<file path="src/rtl/sholva_pkg.sv">
// Shared constants for the operand fetch stage and its neighbours.
package sholva_pkg;

    localparam int NREGS = 8;
    localparam int REG_W = 32;

    localparam logic [REG_W-1:0] EFLAGS_RESET = 32'h0000_0002;

    localparam logic [2:0] REG_EAX = 3'd0;
    localparam logic [2:0] REG_ECX = 3'd1;
    localparam logic [2:0] REG_EDX = 3'd2;
    localparam logic [2:0] REG_EBX = 3'd3;
    localparam logic [2:0] REG_ESP = 3'd4;
    localparam logic [2:0] REG_EBP = 3'd5;
    localparam logic [2:0] REG_ESI = 3'd6;
    localparam logic [2:0] REG_EDI = 3'd7;

endpackage

</file>
<file path="src/rtl/regfile.sv">
// General-purpose register file: two combinational read ports, one write port.
module regfile #(
    parameter int NREGS = sholva_pkg::NREGS,
    parameter int REG_W = sholva_pkg::REG_W,
    localparam int IDX_W = $clog2(NREGS)
) (
    input  logic             clk,
    input  logic             rst_n,
    input  logic [IDX_W-1:0] rd0_idx,
    output logic [REG_W-1:0] rd0_data,
    input  logic [IDX_W-1:0] rd1_idx,
    output logic [REG_W-1:0] rd1_data,
    input  logic             we,
    input  logic [IDX_W-1:0] wr_idx,
    input  logic [REG_W-1:0] wr_data
);

    logic [REG_W-1:0] gpr_r [NREGS];

    // Register storage: cleared on reset, single write port.
    always_ff @(posedge clk or negedge rst_n) begin
        if (!rst_n) begin
            for (int i = 0; i < NREGS; i++) begin
                gpr_r[i] <= '0;
            end
        end else if (we) begin
            gpr_r[wr_idx] <= wr_data;
        end
    end

    assign rd0_data = gpr_r[rd0_idx];
    assign rd1_data = gpr_r[rd1_idx];

endmodule

</file>
<file path="src/rtl/operand_fetch.sv">
// Operand fetch: scoreboarded issue of decoded micro-ops with writeback
// forwarding and a registered operand bundle toward execute.
module operand_fetch
    import sholva_pkg::EFLAGS_RESET;
#(
    parameter int NREGS = sholva_pkg::NREGS,
    parameter int REG_W = sholva_pkg::REG_W,
    parameter int OPC_W = 6,
    localparam int IDX_W = $clog2(NREGS)
) (
    input  logic             clk,
    input  logic             rst_n,
    input  logic             dec_valid,
    output logic             dec_ready,
    input  logic [OPC_W-1:0] dec_opc,
    input  logic [IDX_W-1:0] dec_src0_sel,
    input  logic [IDX_W-1:0] dec_src1_sel,
    input  logic             dec_src0_imm,
    input  logic             dec_src1_imm,
    input  logic [REG_W-1:0] dec_imm0,
    input  logic [REG_W-1:0] dec_imm1,
    input  logic [IDX_W-1:0] dec_dst,
    input  logic             dec_dst_we,
    input  logic             dec_flags_re,
    input  logic             dec_flags_we,
    output logic             ex_valid,
    input  logic             ex_ready,
    output logic [OPC_W-1:0] ex_opc,
    output logic [REG_W-1:0] ex_eflags,
    output logic [REG_W-1:0] ex_opnd0_r,
    output logic [REG_W-1:0] ex_opnd1_r,
    output logic [IDX_W-1:0] ex_dst,
    output logic             ex_dst_we,
    output logic             ex_flags_we,
    input  logic             wb_valid,
    input  logic [IDX_W-1:0] wb_dst,
    input  logic             wb_we,
    input  logic [REG_W-1:0] wb_data,
    input  logic             wb_flags_we,
    input  logic [REG_W-1:0] wb_eflags
);

    logic [NREGS-1:0] pend_r;
    logic             pend_f_r;
    logic [REG_W-1:0] eflags_r;

    logic [NREGS-1:0] wclr_s;
    logic [NREGS-1:0] p_s;
    logic [NREGS-1:0] pend_set_s;
    logic             fclr_s;
    logic             pf_s;
    logic             hazard_s;
    logic             issue_s;
    logic [REG_W-1:0] rd0_s;
    logic [REG_W-1:0] rd1_s;
    logic [REG_W-1:0] opnd0_s;
    logic [REG_W-1:0] opnd1_s;
    logic [REG_W-1:0] eflags_s;

    regfile #(
        .NREGS (NREGS),
        .REG_W (REG_W)
    ) u_regfile (
        .clk      (clk),
        .rst_n    (rst_n),
        .rd0_idx  (dec_src0_sel),
        .rd0_data (rd0_s),
        .rd1_idx  (dec_src1_sel),
        .rd1_data (rd1_s),
        .we       (wb_valid & wb_we),
        .wr_idx   (wb_dst),
        .wr_data  (wb_data)
    );

    // Writeback clear masks and effective pending state.
    always_comb begin
        wclr_s = '0;
        for (int i = 0; i < NREGS; i++) begin
            wclr_s[i] = wb_valid & wb_we & (wb_dst == IDX_W'(i));
        end
        fclr_s = wb_valid & wb_flags_we;
        p_s    = pend_r & ~wclr_s;
        pf_s   = pend_f_r & ~fclr_s;
    end

    // Hazard detection and handshake toward decode.
    always_comb begin
        hazard_s = (!dec_src0_imm & p_s[dec_src0_sel])
                 | (!dec_src1_imm & p_s[dec_src1_sel])
                 | (dec_dst_we    & p_s[dec_dst])
                 | (dec_flags_re  & pf_s)
                 | (dec_flags_we  & pf_s);
        dec_ready = !hazard_s & (!ex_valid | ex_ready);
        issue_s   = dec_valid & dec_ready;
    end

    // Operand resolution; a same-cycle writeback overrides the stored value.
    always_comb begin
        if (dec_src0_imm) begin
            opnd0_s = dec_imm0;
        end else if (wclr_s[dec_src0_sel]) begin
            opnd0_s = wb_data;
        end else begin
            opnd0_s = rd0_s;
        end
        if (dec_src1_imm) begin
            opnd1_s = dec_imm1;
        end else if (wclr_s[dec_src1_sel]) begin
            opnd1_s = wb_data;
        end else begin
            opnd1_s = rd1_s;
        end
        if (fclr_s) begin
            eflags_s = wb_eflags;
        end else begin
            eflags_s = eflags_r;
        end
    end

    // Pending bits set by this cycle's issue.
    always_comb begin
        pend_set_s = '0;
        if (issue_s && dec_dst_we) begin
            pend_set_s[dec_dst] = 1'b1;
        end else begin
            pend_set_s = '0;
        end
    end

    // Scoreboard and EFLAGS state; an issue setting a bit beats a clearing writeback.
    always_ff @(posedge clk or negedge rst_n) begin
        if (!rst_n) begin
            pend_r   <= '0;
            pend_f_r <= 1'b0;
            eflags_r <= EFLAGS_RESET;
        end else begin
            pend_r   <= (pend_r & ~wclr_s) | pend_set_s;
            pend_f_r <= (pend_f_r & ~fclr_s) | (issue_s & dec_flags_we);
            if (fclr_s) begin
                eflags_r <= wb_eflags;
            end
        end
    end

    // Output bundle register; payload holds while execute back-pressures.
    always_ff @(posedge clk or negedge rst_n) begin
        if (!rst_n) begin
            ex_valid    <= 1'b0;
            ex_opc      <= '0;
            ex_eflags   <= '0;
            ex_opnd0_r  <= '0;
            ex_opnd1_r  <= '0;
            ex_dst      <= '0;
            ex_dst_we   <= 1'b0;
            ex_flags_we <= 1'b0;
        end else if (issue_s) begin
            ex_valid    <= 1'b1;
            ex_opc      <= dec_opc;
            ex_eflags   <= eflags_s;
            ex_opnd0_r  <= opnd0_s;
            ex_opnd1_r  <= opnd1_s;
            ex_dst      <= dec_dst;
            ex_dst_we   <= dec_dst_we;
            ex_flags_we <= dec_flags_we;
        end else if (ex_ready) begin
            ex_valid    <= 1'b0;
        end
    end

endmodule

</file>
<file path="config.mk">
export PLATFORM = sky130hd
export DESIGN_NAME = operand_fetch
export DESIGN_NICKNAME = d
export VERILOG_FILES = /design/src/rtl/sholva_pkg.sv /design/src/rtl/regfile.sv /design/src/rtl/operand_fetch.sv
export SDC_FILE = /design/constraint.sdc
export NUM_CORES = 1
export LEC_CHECK = 0
export ABC_CLOCK_PERIOD_IN_PS = 2700
export BUFFER_PORTS_ARGS = -buffer_cell sky130_fd_sc_hd__buf_2
export CAP_MARGIN = 20
export CORE_AREA = 2 2 166 249
export CTS_CLUSTER_SIZE = 10
export DETAILED_ROUTE_END_ITERATION = 10
export DIE_AREA = 0 0 168 251
export PLACE_DENSITY = 0.77
export SLEW_MARGIN = 20
export SYNTH_ARGS = -nofsm -noshare
export SYNTH_HDL_FRONTEND = slang
export SYNTH_SLANG_ARGS = --single-unit
</file>
<file path="constraint.sdc">
create_clock -name clk -period 2.7 [get_ports clk]
set_input_delay 0.135 -clock clk [delete_from_list [all_inputs] [get_ports clk]]
set_output_delay 0.135 -clock clk [all_outputs]
set_load 0.03 [all_outputs]
</file>
==> impl_metrics.py, run 1 <==
metrics = {
    "outcome": {
        "outcome": "finished, final reports clean",
    },
    "die": {
        "io-pin-count": 267,
        "die_w_um": 168,
        "rows": 90,
        "die-area_sq_um": 42200,
        "core_area_sq_um": 40000,
        "initial_core_util": 0.513,
        "die_h_um": 251,
    },
    "layout": {
        "stdcell_count": 2402,
        "drive_above_1_share": 0.481,
        "nFillCells": 2874,
        "final_area_sq_um": 25200,
        "area_growth_syn_to_layout_pct": 22.7,
        "nets": 2039,
    },
    "route": {
        "drt.antenna.violating_nets": 0,
        "viasPerCell": 6.03,
        "drc": 0,
        "drt-initial-drc-count": 853,
        "wl_per_cell_um": 23.1,
        "wl_mm": 55.6,
        "vias": 14500,
        "dr.pass1.iters": 5,
    },
    "sta": {
        "grt_setup_unrepaired": "false",
        "finalHoldViolCount": 0,
        "timing.setup.tns_ns": 0,
        "fmax_ghz": 0.417,
        "finClkSkew_ns": 0.0140,
        "hold-worst-slack_ns": 0.0173,
        "relSlewSlack": 0.520,
        "setup_viol": 0,
        "setup_ws_ns": 0.302,
        "period_share": 0.888,
        "period_minus_slack_ns": 2.40,
        "slew_violations": 0,
        "worstMarginPinSlew_ns": 0.720,
    },
    "clocking": {
        "h-tree-depth": 2,
        "cts.root.buffer_cell": "clkbuf_16",
        "clock_latency_ns": 0.56,
        "cts_tree": "done",
        "clock-sinks": 405,
        "cts_buffer_depth": 3,
        "cts_buffers": 46,
        "post_cts_buffers": 0,
        "clk_pin_slew_ns": 0.06,
    },
    "worst_setup_path": {
        "cp_cell_sequence": "o21ai_0 -> nand4_1 -> nand3_1 -> o311ai_1 -> nor2_1 -> buf_2",
        "cp.depth": 6,
        "path_buf_inv": 1,
        "worstRegToRegCells": 8,
        "slowest_stage": "o311ai_1",
        "end_kind": "output port",
        "crit_family": "compound AO/OA/AOI/OAI gates",
        "crit_type": "flop to output port",
        "crit_required_ns": 2.57,
        "crit_arrival_ns": 2.26,
        "slowest_delay_ns": 0.61,
        "cp-start-kind": "flop",
        "worstPathMaxFanout": 4,
    },
    "power": {
        "sw_frac_of_total": 0.337,
        "p_comb_frac": 0.330,
        "p_leak_uw": 0.0110,
        "p_int_uw": 14300,
        "ir_drop_mv": 0.599,
        "power_switching_uw": 7300,
        "p_seq_frac": 0.417,
        "pwr_density_cell_nw_per_um2": 860,
        "p_clk_frac": 0.253,
    },
    "global_routing": {
        "grt_pass1_vias": 15900,
        "grt_util_all_layers": 0.266,
        "overflow": 0,
        "grt_pass1_wl_mm": 87.4,
        "antenna_found_initial": 4,
        "grt_start_max_net_pins": 86,
    },
    "synth": {
        "synth_nets": 1678,
        "avgSynthCellArea_sq_um": 13.5,
        "ys_seq_elements": 405,
        "yosysUniqueCellTypes": 48,
        "syn_inst": 1520,
        "ys_seq_area_frac": 0.494,
        "ys_warn_count": 0,
        "netlist_area_sq_um": 20500,
        "synth_async_sr_flop_share": 1.00,
        "synth_edf_count": 0,
        "synth-main-ff-cell": "dfrtp_1",
    },
    "placement": {
        "post-place-ws_ns": 0.0614,
        "dp_cells": 2199,
        "place.gp.congestion": 0.884,
        "dpl.hpwl_mm": 33.2,
        "io_buffers": 266,
        "placed_area_sq_um": 22500,
    },
    "hold_path": {
        "hold_class": "input port to flop",
        "min_path_cells": 2,
    },
    "flow_run": {
        "maxCapViolations": 0,
    },
}
==> what timing repair did <==
item | in CTS | in global routing
endpoints found under the hold margin | 456 | 0
hold buffers | 140 | 0
resized for setup | 0 | 0
==> layout by cell type (no fill, tap or decap), types with 2 or more instances in the layout <==
cell type        n
a21oi_1         97
buf_12          19
buf_2          261
buf_4           36
clkbuf_1        11
clkbuf_16       47
dfrtp_1        404
diode_2          3
dlygate4sd3_1  140
inv_1            3
inv_2            2
mux2_2         387
mux2_4           8
mux2i_1         36
mux4_2         128
nand2_1        137
nand2b_1         7
nand3_1          3
nand4_1          2
nor2_1          37
nor2_4           6
nor4_4           3
o211ai_1         4
o21ai_0         77
o21ai_1          3
o22ai_1          2
or2_2            4
or4_1            2
xor2_1           6
==> per-layer routing <==
| layer | up-vias | routed length [um] | track usage |
|---|---|---|---|
| li1 | 6277 | - | - |
| met1 | 7542 | 21600 | 0.324 |
| met2 | 491 | 28900 | 0.471 |
| met3 | 164 | 2680 | 0.0327 |
| met4 | 2 | 2370 | 0.123 |
| met5 | - | 5 | 0 |
==> worst paths after layout <==
path | to | from | slack, ns
setup / recovery | dec_ready | pend_r[7]$_DFF_PN0_ | 0.30
hold / removal | u_regfile.gpr_r[68]$_DFFE_PN0P_ | wb_data[4] | 0.02
setup reg to reg | ex_opnd1_r[12]$_DFFE_PN0N_ | pend_r[5]$_DFF_PN0_ | 0.38
hold reg to reg | eflags_r[24]$_DFF_PN0_ | eflags_r[24]$_DFF_PN0_ | 0.49
max in group asynchronous | u_regfile.gpr_r[119]$_DFFE_PN0P_ | rst_n | 1.55
min in group asynchronous | u_regfile.gpr_r[176]$_DFFE_PN0P_ | rst_n | 0.16
==> per-stage QoR <==
stage               utilization  power, uW
finish                    0.630      21600
global route              0.630      22600
CTS                       0.629      21700
detailed placement        0.564      16000
global placement          0.564      15700
floorplan                     -      13800
==> logic make-up after synthesis <==
group,synth area share
compound gates,0.0504
xor+xnor,0.00256
buf+inv,0.0329
flops,0.494
mux,0.376
simple gates,0.0434
==> Yosys cell counts, drive strengths merged, types with 5 or more instances <==
master,instances,area [sq um]
a21oi,97,485
buf,46,249
clkbuf,98,408
dfrtp,404,10100
mux2,395,4480
mux2i,36,360
mux4,128,2880
nand2,137,514
nand2b,7,43.8
nor2,43,161
o21ai,80,400
or2,5,31.3
xor2,6,52.6
==> sequential cells by signal, indices dropped and copies added, names as in the netlist <==
register / count
ex_dst: 3
eflags_r: 32
pend_f_r: 1
ex_valid: 1
ex_flags_we: 1
ex_eflags: 32
ex_opnd0_r: 32
ex_opc: 6
pend_r: 8
u_regfile.gpr_r: 256
ex_dst_we: 1
ex_opnd1_r: 32
==> worst register-to-register path, delay by kind of cell (launching register included) <==
family	cells	cell delay (ns)
compound gates	4	0.77
buf+inv	2	0.41
flops	1	0.37
mux	1	0.40
simple gates	1	0.25
==> area by class of cell <==
| cell class | count | area (sq um) | area share |
|---|---|---|---|
| diodes | 3 | 7.51 | 0.000298 |
| clock buffers | 58 | 1220 | 0.0484 |
| well taps | 506 | 633 | 0.0252 |
| clock inverters | 2 | 13.8 | 0.000547 |
| inverters | 5 | 18.8 | 0.000746 |
| flip-flops and latches | 405 | 10100 | 0.403 |
| multi-input cells | 966 | 9770 | 0.388 |
| repair buffers | 457 | 3370 | 0.134 |
==> power by group through the flow <==
stage	clock, uW	combinational (uW)	sequential [uW]
global route	5800	7610	9230
CTS	5570	7140	8980
floorplan	0	3460	10400
global placement	0	6770	8890
finish	5480	7150	9020
detailed placement	0	6960	9070
No activity file was read; power rests on OpenSTA's default activity.
==> run 2: changes to the inputs <==
--- a/config.mk
+++ b/config.mk
@@ -9,11 +9,10 @@
 export BUFFER_PORTS_ARGS = -buffer_cell sky130_fd_sc_hd__buf_2
 export CAP_MARGIN = 20
 export CORE_AREA = 2 2 166 249
-export CTS_CLUSTER_SIZE = 10
 export DETAILED_ROUTE_END_ITERATION = 10
 export DIE_AREA = 0 0 168 251
-export PLACE_DENSITY = 0.77
-export SLEW_MARGIN = 20
+export PLACE_DENSITY_LB_ADDON = 0.1
+export SLEW_MARGIN = 0
 export SYNTH_ARGS = -nofsm -noshare
 export SYNTH_HDL_FRONTEND = slang
 export SYNTH_SLANG_ARGS = --single-unit
==> run 2 against run 1 <==
Largest cell class unchanged. Global-route usage fell by 0.19 points. Sequential power fell by 0.8%. Register-to-register slack barely moved. Critical path depth rose by 1. Power rose by 0.24%. Via count fell by 2.2%.
==> impl_metrics.py, run 2 (synthesis results as in run 1) <==
metrics = {
    "outcome": {
        "outcome": "finished, final reports clean",
    },
    "placement": {
        "place.gp.congestion": 0.839,
        "dpl.hpwl_mm": 32.7,
        "io_buffers": 266,
    },
    "worst_setup_path": {
        "crit_arrival_ns": 2.27,
        "cp-start-kind": "flop",
        "worstPathMaxFanout": 4,
        "crit_type": "flop to output port",
        "slowest_delay_ns": 0.50,
        "path_buf_inv": 2,
        "crit_required_ns": 2.57,
        "cp_cell_sequence": "o21ai_0 -> nand4_1 -> nand3_1 -> o311ai_1 -> buf_4 -> nor2_1 -> buf_2",
        "end_kind": "output port",
        "crit_family": "compound AO/OA/AOI/OAI gates",
        "slowest_stage": "o311ai_1",
    },
    "power": {
        "ir_drop_mv": 0.559,
        "p_leak_uw": 0.0111,
        "pwr_density_cell_nw_per_um2": 859,
    },
    "flow_run": {
        "maxCapViolations": 0,
    },
    "global_routing": {
        "antenna_found_initial": 2,
        "grt_util_all_layers": 0.264,
        "overflow": 0,
        "grt_pass1_wl_mm": 85.5,
        "grt_pass1_vias": 15100,
        "grt_start_max_net_pins": 76,
    },
    "die": {
        "core_area_sq_um": 40000,
        "rows": 90,
        "io-pin-count": 267,
        "die-area_sq_um": 42200,
        "die_h_um": 251,
        "initial_core_util": 0.513,
        "die_w_um": 168,
    },
    "layout": {
        "nets": 2027,
        "largest_register_ff_count": 256,
        "area_growth_syn_to_layout_pct": 23.2,
        "drive_above_1_share": 0.484,
        "layout_commonest_cell": "dfrtp_1",
        "regMostFlops": "u_regfile.gpr_r",
        "nFillCells": 3053,
        "final_cell_mix": "dfrtp_1, mux2_2, buf_2",
    },
    "clocking": {
        "clock-sinks": 405,
        "cts_buffer_depth": 3,
        "cts-resized-gates": 0,
        "cts.root.buffer_cell": "clkbuf_16",
        "h-tree-depth": 2,
        "cts_buffers": 40,
        "cts_tree": "done",
        "clock_latency_ns": 0.54,
        "clk_pin_slew_ns": 0.07,
    },
    "sta": {
        "finalHoldViolCount": 0,
        "finClkSkew_ns": 0.0169,
        "grt_setup_unrepaired": "false",
        "relSlewSlack": 0.488,
        "timing.setup.tns_ns": 0,
        "worstMarginPinSlew_ns": 0.768,
        "fmax_ghz": 0.415,
        "hold-worst-slack_ns": 0.0135,
        "period_share": 0.892,
        "slew_violations": 0,
        "period_minus_slack_ns": 2.41,
        "setup_viol": 0,
    },
    "route": {
        "wl_per_cell_um": 22.7,
        "wl_mm": 54.5,
        "drc": 0,
        "drt.antenna.violating_nets": 0,
        "dr.pass1.iters": 5,
        "vias": 14200,
        "drt-initial-drc-count": 740,
        "viasPerCell": 5.89,
    },
    "hold_path": {
        "hold_class": "input port to flop",
    },
}
[run 2: where the power goes]
| group | internal [uW] | total, uW | switching (uW) | leakage, uW |
|---|---|---|---|---|
| Sequential | 7870 | 8950 | 1070 | 0.00495 |
| Clock | 3370 | 5720 | 2340 | 0.000658 |
| Combinational | 3340 | 7030 | 3690 | 0.00546 |
| Total | 14600 | 21700 | 7110 | 0.0111 |
[run 2: path summary, 6_finish.rpt]
kind	cells past startpoint	slack, ns	from	to
setup / recovery	7	0.29	pend_r[7]$_DFF_PN0_	dec_ready
hold / removal	2	0.01	wb_data[10]	u_regfile.gpr_r[170]$_DFFE_PN0P_
setup reg to reg	7	0.39	pend_r[5]$_DFF_PN0_	ex_opnd0_r[15]$_DFFE_PN0N_
hold reg to reg	1	0.49	eflags_r[19]$_DFF_PN0_	eflags_r[19]$_DFF_PN0_
max in group asynchronous	3	1.66	rst_n	u_regfile.gpr_r[218]$_DFFE_PN0P_
min in group asynchronous	2	0.17	rst_n	u_regfile.gpr_r[232]$_DFFE_PN0P_
[run 2: routing by layer]
metal,vias up,global-route usage,wire [um]
met4,0,0.0989,1650
met2,395,0.472,28800
li1,6260,-,-
met3,101,0.0361,2470
met5,-,0,0
met1,7403,0.325,21700
[run 2: area by class of cell]
type                    instances  area, sq um  area share
clock inverters                 8          115     0.00456
diodes                          2         5.00    0.000198
multi-input cells             966         9770       0.387
repair buffers                451         3370       0.133
clock buffers                  62         1210      0.0481
flip-flops and latches        405        10100       0.401
inverters                       5         18.8    0.000743
well taps                     506          633      0.0251
[run 2: repair_timing]
item | in CTS | in global routing
setup buffers | 0 | 0
endpoints found under the hold margin | 434 | 0
hold buffers | 136 | 0
setup endpoints to repair | 0 | 0
[run 2: through the flow]
| stage | setup slack, ns | instance area [sq um] | power, uW | cells | utilization |
|---|---|---|---|---|---|
| 6_report | 0.292 | 25300 | 21700 | 2405 | 0.632 |
| 5_1_grt | 0.114 | 25300 | 22800 | 2405 | 0.632 |
| 4_1_cts | 0.269 | 25300 | 21900 | 2403 | 0.632 |
| 3_5_place_dp | 0.0685 | 22600 | 16000 | 2197 | 0.564 |
| 3_3_place_gp | 0.116 | 22600 | 15700 | 2197 | 0.564 |
| 2_1_floorplan | 0.397 | 20500 | 13800 | 1520 | - |
